## src/rtl/axi_lite_pkg.sv

```systemverilog
// axi_lite_pkg: shared AXI4-Lite response codes and data/strobe widths.
package axi_lite_pkg;
    localparam int AXI_DATA_W = 32;
    localparam int AXI_STRB_W = 4;
    typedef enum logic [1:0] {
        OKAY   = 2'b00,
        EXOKAY = 2'b01,
        SLVERR = 2'b10,
        DECERR = 2'b11
    } resp_t;
endpackage

```

## src/rtl/axi_lite_regfile.sv

```systemverilog
// axi_lite_regfile: NUM_REGS x 32-bit storage with byte-enable write and combinational read.
module axi_lite_regfile
    import axi_lite_pkg::*;
#(
    parameter int NUM_REGS = 8,
    parameter int IW       = 3
) (
    input  logic                           clk,
    input  logic                           rst_n,
    input  logic                           we_i,
    input  logic [IW-1:0]                  widx_i,
    input  logic [AXI_DATA_W-1:0]          wdata_i,
    input  logic [AXI_STRB_W-1:0]          wstrb_i,
    input  logic [IW-1:0]                  ridx_i,
    output logic [AXI_DATA_W-1:0]          rdata_o,
    output logic [AXI_DATA_W*NUM_REGS-1:0] regs_o
);
    logic [AXI_DATA_W-1:0] mem_q [NUM_REGS];

    always_ff @(posedge clk) begin
        if (!rst_n) begin
            for (int r = 0; r < NUM_REGS; r++) mem_q[r] <= '0;
        end else if (we_i) begin
            for (int b = 0; b < AXI_STRB_W; b++)
                if (wstrb_i[b]) mem_q[widx_i][8*b +: 8] <= wdata_i[8*b +: 8];
        end
    end

    assign rdata_o = mem_q[ridx_i];

    for (genvar i = 0; i < NUM_REGS; i++) begin : g_flat
        assign regs_o[AXI_DATA_W*i +: AXI_DATA_W] = mem_q[i];
    end
endmodule

```

## src/rtl/axi4_lite_slave_regs.sv

```systemverilog
// axi4_lite_slave_regs: AXI4-Lite responder over a register bank, AW/W accepted in any order.
module axi4_lite_slave_regs
    import axi_lite_pkg::*;
#(
    parameter int  NUM_REGS   = 8,
    parameter int  ADDR_WIDTH = 32,
    localparam int IW         = (NUM_REGS > 1) ? $clog2(NUM_REGS) : 1
) (
    input  logic                           clk,
    input  logic                           rst_n,
    input  logic [ADDR_WIDTH-1:0]          S_AXI_AWADDR,
    input  logic                           S_AXI_AWVALID,
    output logic                           S_AXI_AWREADY,
    input  logic [AXI_DATA_W-1:0]          S_AXI_WDATA,
    input  logic [AXI_STRB_W-1:0]          S_AXI_WSTRB,
    input  logic                           S_AXI_WVALID,
    output logic                           S_AXI_WREADY,
    output logic [1:0]                     S_AXI_BRESP,
    output logic                           S_AXI_BVALID,
    input  logic                           S_AXI_BREADY,
    input  logic [ADDR_WIDTH-1:0]          S_AXI_ARADDR,
    input  logic                           S_AXI_ARVALID,
    output logic                           S_AXI_ARREADY,
    output logic [AXI_DATA_W-1:0]          S_AXI_RDATA,
    output logic [1:0]                     S_AXI_RRESP,
    output logic                           S_AXI_RVALID,
    input  logic                           S_AXI_RREADY,
    output logic [AXI_DATA_W*NUM_REGS-1:0] regs_out,
    output logic                           wr_pulse,
    output logic [IW-1:0]                  wr_index
);
    localparam logic [ADDR_WIDTH-1:0] NREGS = ADDR_WIDTH'(NUM_REGS);

    logic                  aw_held_q, aw_held_d, w_held_q, w_held_d;
    logic                  bvalid_q, bvalid_d, rvalid_q, rvalid_d;
    logic                  wr_pulse_q, wr_pulse_d;
    logic [ADDR_WIDTH-1:0] awaddr_q, awaddr_d;
    logic [AXI_DATA_W-1:0] wdata_q, wdata_d, rdata_q, rdata_d, rf_rdata;
    logic [AXI_STRB_W-1:0] wstrb_q, wstrb_d;
    logic [IW-1:0]         wr_index_q, wr_index_d;
    resp_t                 bresp_q, bresp_d, rresp_q, rresp_d;
    logic                  aw_hs, w_hs, ar_hs, commit, aw_ok, ar_ok;

    assign S_AXI_AWREADY = !aw_held_q && !bvalid_q;
    assign S_AXI_WREADY  = !w_held_q && !bvalid_q;
    assign S_AXI_ARREADY = !rvalid_q;
    assign aw_hs  = S_AXI_AWVALID && S_AXI_AWREADY;
    assign w_hs   = S_AXI_WVALID && S_AXI_WREADY;
    assign ar_hs  = S_AXI_ARVALID && S_AXI_ARREADY;
    assign commit = aw_held_q && w_held_q;
    // Any address bit beyond the register range makes the index invalid.
    assign aw_ok  = (awaddr_q >> 2) < NREGS;
    assign ar_ok  = (S_AXI_ARADDR >> 2) < NREGS;

    always_comb begin
        aw_held_d  = commit ? 1'b0 : (aw_hs ? 1'b1 : aw_held_q);
        w_held_d   = commit ? 1'b0 : (w_hs ? 1'b1 : w_held_q);
        awaddr_d   = aw_hs ? S_AXI_AWADDR : awaddr_q;
        wdata_d    = w_hs ? S_AXI_WDATA : wdata_q;
        wstrb_d    = w_hs ? S_AXI_WSTRB : wstrb_q;
        bvalid_d   = commit ? 1'b1 : (S_AXI_BREADY ? 1'b0 : bvalid_q);
        bresp_d    = commit ? (aw_ok ? OKAY : SLVERR) : bresp_q;
        wr_pulse_d = commit && aw_ok;
        wr_index_d = (commit && aw_ok) ? awaddr_q[IW+1:2] : wr_index_q;
        rvalid_d   = ar_hs ? 1'b1 : (S_AXI_RREADY ? 1'b0 : rvalid_q);
        rdata_d    = ar_hs ? (ar_ok ? rf_rdata : '0) : rdata_q;
        rresp_d    = ar_hs ? (ar_ok ? OKAY : SLVERR) : rresp_q;
    end

    always_ff @(posedge clk) begin
        if (!rst_n) begin
            aw_held_q  <= 1'b0;
            w_held_q   <= 1'b0;
            awaddr_q   <= '0;
            wdata_q    <= '0;
            wstrb_q    <= '0;
            bvalid_q   <= 1'b0;
            bresp_q    <= OKAY;
            wr_pulse_q <= 1'b0;
            wr_index_q <= '0;
            rvalid_q   <= 1'b0;
            rdata_q    <= '0;
            rresp_q    <= OKAY;
        end else begin
            aw_held_q  <= aw_held_d;
            w_held_q   <= w_held_d;
            awaddr_q   <= awaddr_d;
            wdata_q    <= wdata_d;
            wstrb_q    <= wstrb_d;
            bvalid_q   <= bvalid_d;
            bresp_q    <= bresp_d;
            wr_pulse_q <= wr_pulse_d;
            wr_index_q <= wr_index_d;
            rvalid_q   <= rvalid_d;
            rdata_q    <= rdata_d;
            rresp_q    <= rresp_d;
        end
    end

    axi_lite_regfile #(.NUM_REGS(NUM_REGS), .IW(IW)) u_regfile (
        .clk     (clk),
        .rst_n   (rst_n),
        .we_i    (commit && aw_ok),
        .widx_i  (awaddr_q[IW+1:2]),
        .wdata_i (wdata_q),
        .wstrb_i (wstrb_q),
        .ridx_i  (S_AXI_ARADDR[IW+1:2]),
        .rdata_o (rf_rdata),
        .regs_o  (regs_out)
    );

    assign S_AXI_BVALID = bvalid_q;
    assign S_AXI_BRESP  = bresp_q;
    assign S_AXI_RVALID = rvalid_q;
    assign S_AXI_RDATA  = rdata_q;
    assign S_AXI_RRESP  = rresp_q;
    assign wr_pulse     = wr_pulse_q;
    assign wr_index     = wr_index_q;
endmodule

```

## config.mk

```make
export PLATFORM = sky130hd
export DESIGN_NAME = axi4_lite_slave_regs
export DESIGN_NICKNAME = d
export VERILOG_FILES = /design/src/rtl/axi_lite_pkg.sv /design/src/rtl/axi_lite_regfile.sv /design/src/rtl/axi4_lite_slave_regs.sv
export SDC_FILE = /design/constraint.sdc
export NUM_CORES = 1
export LEC_CHECK = 0
export CAP_MARGIN = 20
export CELL_PAD_IN_SITES_DETAIL_PLACEMENT = 1
export CELL_PAD_IN_SITES_GLOBAL_PLACEMENT = 2
export CORE_ASPECT_RATIO = 1.25
export CORE_MARGIN = 2
export CORE_UTILIZATION = 28
export DETAILED_ROUTE_END_ITERATION = 12
export HOLD_SLACK_MARGIN = 0.08
export PLACE_DENSITY = 0.8
export SYNTH_ARGS = -nofsm -noshare
export SYNTH_HDL_FRONTEND = slang
export SYNTH_SLANG_ARGS = --single-unit
```

## constraint.sdc

```tcl
create_clock -name clk -period 2.4 [get_ports clk]
set_clock_uncertainty 0.2 [all_clocks]
set_input_delay 0.48 -clock clk [delete_from_list [all_inputs] [get_ports clk]]
set_output_delay 0.48 -clock clk [all_outputs]
set_load 0.02 [all_outputs]
```

==> results.ini, run 1 <==
[synth]
yosys.area.top_type=edfxtp_1
synth_area_leaders=edfxtp_1 (50%), dfxtp_1 (14%), mux4_2 (9.5%)
seq_area_frac_synth_pct=64.7
synth_cell_types=36
syn_area_um2=15200
synthSimpleGateAreaFrac_pct=16.0
synthMuxAreaShare_pct=11.6
synth_top_area_share_pct=50.5
syn_inst=1250
ys_seq_elements=364
synth-compound-area-share_pct=4.74
synthAdderAreaFrac_pct=0
yosys_warnings=0
synth_top_family_by_area=simple AND/OR/NAND/NOR gates
synthXorXnorAreaFrac_pct=0
avgSynthCellArea_um2=12.2

[floorplan]
rows=95
start_util_pct=28.3
fp.dieH_um=265
die_area_um2=56300
die_w_um=213
design.core.area_um2=53700
io_pins=408

[worst_setup_path]
ff2ff_setup_slack_ns=0.06
start_kind=flip-flop
cp.arrival_ns=2.41
crit_path_end_kind=flip-flop
worstSetupStartpoint=awaddr_q[5]$_SDFFE_PN0P_
crit_path_end=u_regfile.mem_q[3][26]$_SDFFCE_PN0P_
worst-path-max-fanout=8
timing.rr.start=awaddr_q[5]$_SDFFE_PN0P_
worst_ep_required_time_ns=2.47
critPathKind=reg2reg
r2r_cells=6
rr_endpoint=u_regfile.mem_q[3][26]$_SDFFCE_PN0P_

[clock_tree]
cts.clk_slew.worst_paths_ns=0.06
cts_sinks=364
cts_root_buffer=clkbuf_16
clk_path_buf_depth=3
cts_tree=built
htree_num_levels=2
clkLatencyLatePin_ns=0.56
cts_made_buffers=41

[pwr]
switchingPower_mw=3.67
powerDensity_nw_per_um2=683
seqPwrFrac_pct=47.2
max-vdd-ir-drop_mv=0.443
p_leak_nw=7.45
power_switching_share_pct=24.4
p_int_mw=11.4
combPwrFrac_pct=11.2
p_clk_share_pct=41.5

[routing]
dr.pass1.iters=5
viasPerCell=4.85
ant_nets=0
avgRoutedWirePerCell_um=24.7
drt_iter0_markers=710
totalWireLength_mm=61.0
vias=12000
drc=0

[sta]
rsz0062_at_grt=true
setup-tns-final_ns=0
hold_viol_final=0
period_needed_ns=2.34
drv_slew=0
max_freq_mhz=427
setup_viol=0
period_share_pct=97.5

[placed_design]
gp_congestion=0.820
portBuffers=401
dpl.hpwl_mm=44.6

[grt]
track_usage_pct=21.5
antenna_found_initial=1
grt_pass1_vias=12900
grt_pass1_wl_mm=87.1
grt_max_degree=38
overflow=0

[flow_run]
cap_viol_max_count=0

[finish]
final_cell_mix=clkdlybuf4s50_1 (396), edfxtp_1 (256), nor2_1 (230)
n_fill_cell=5757
drive_gt1_share_pct=16.1
finalNetCount=1815
final_common_cell=clkdlybuf4s50_1
final_util_pct=41.1
syn_to_final_growth_pct=44.9

[run_status]
status=complete, no violations

[hold_path]
hold_path_depth=2
min-delay-start=wdata_q[8]$_SDFFE_PN0P_
hold_class=reg2reg

==> critical path, stage by stage, from the launching register on <==
cell,delay (ns)
dfxtp_1,0.34
nor4_4,0.34
nand4_2,0.18
or3_1,0.40
buf_4,0.20
o21ai_1,0.19
buf_4,0.20
==> how the worst min path moves through the flow <==
stage | end | slack [ns]
2_1_floorplan | awaddr_q[27]$_SDFFE_PN0P_ | 0.24
3_3_place_gp | S_AXI_RDATA[14]$_SDFFE_PN0P_ | 0.24
3_5_place_dp | wdata_q[17]$_SDFFE_PN0P_ | 0.25
4_1_cts | wdata_q[17]$_SDFFE_PN0P_ | 0.24
5_1_grt | awaddr_q[17]$_SDFFE_PN0P_ | 0.27
6_report | wdata_q[8]$_SDFFE_PN0P_ | 0.25
==> flip-flops by register name (all words and copies together) (netlist names), 3 cells and up <==
signal	cells
S_AXI_RDATA	32
wdata_q	32
wstrb_q	4
u_regfile.mem_q	256
awaddr_q	30
wr_index	3
==> layout make-up <==
class                   count  area, um2  area share, %
diodes                      2       5.00         0.0227
inverters                   3       13.8         0.0624
multi-input cells         791       4980           22.6
clock inverters            20        175          0.794
well taps                 727        910           4.12
flip-flops and latches    364       9850           44.6
repair buffers            507       4980           22.6
clock buffers              55       1140           5.17
==> power by group through the flow <==
| stage | sequential [mW] | combinational [mW] | clock [mW] |
|---|---|---|---|
| 2_1_floorplan | 7.38 | 0.598 | 0 |
| 3_3_place_gp | 7.23 | 1.67 | 0 |
| 3_5_place_dp | 7.25 | 1.70 | 0 |
| 4_1_cts | 7.11 | 1.71 | 6.41 |
| 5_1_grt | 7.14 | 1.80 | 6.60 |
| 6_report | 7.12 | 1.69 | 6.26 |
==> routing by layer <==
layer,global-route usage [%],wire (um),up-vias
li1,-,-,5349
met1,24.8,23400,6079
met2,38.6,31500,439
met3,4.35,3690,117
met4,8.90,2390,0
met5,0,0,-
==> cell usage after synthesis, drive strengths merged <==
library cell	n
nor2	260
edfxtp	256
nand2	204
dfxtp	108
a21oi	106
mux4	64
clkbuf	62
o21ai	36
or3	33
mux2i	32
buf	31
nor4	12
and2	7
nand2b	7
nand3	7
nand4	7
inv	3
nand4b	3
nor2b	3
nor3	3
and4	2
and3	1
conb	1
o221a	1
or4	1
==> repair_timing <==
action                                  in CTS  in global routing
endpoints found under the setup margin     109                122
setup buffers                                1                  0
hold buffers                                 0                  0
endpoints found under the hold margin        0                  0
resized for setup                            8                  5
pin swaps                                    1                  0
==> cell families after synthesis <==
group                  Yosys count
and+or+nand+nor                550
other                            1
AOI/OAI and AO/OA              143
DFF                            364
muxes                           96
buffers and inverters           96
==> per-stage QoR <==
stage / cells / setup WS, ns / total power [mW] / instance area, um2 / hold slack (ns)
2_1_floorplan: 1251 / -0.141 / 7.98 / 15200 / 0.236
3_3_place_gp: 2391 / -0.116 / 8.90 / 20700 / 0.242
3_5_place_dp: 2391 / -0.160 / 8.95 / 20700 / 0.249
4_1_cts: 2467 / 0.0276 / 15.2 / 22000 / 0.241
5_1_grt: 2468 / -0.0454 / 15.5 / 22100 / 0.267
6_report: 2469 / 0.0601 / 15.1 / 22100 / 0.254
(Power assumes the default switching activity.)
==> inputs of run 2 (changes only) <==
--- a/config.mk
+++ b/config.mk
@@ -12,6 +12,7 @@
 export CORE_MARGIN = 2
 export CORE_UTILIZATION = 28
 export DETAILED_ROUTE_END_ITERATION = 12
+export GPL_ROUTABILITY_DRIVEN = 0
 export HOLD_SLACK_MARGIN = 0.08
 export PLACE_DENSITY = 0.8
 export SYNTH_ARGS = -nofsm -noshare
==> results of run 2 <==
No change in the layout: final DEF, timing and power equal those of run 1.
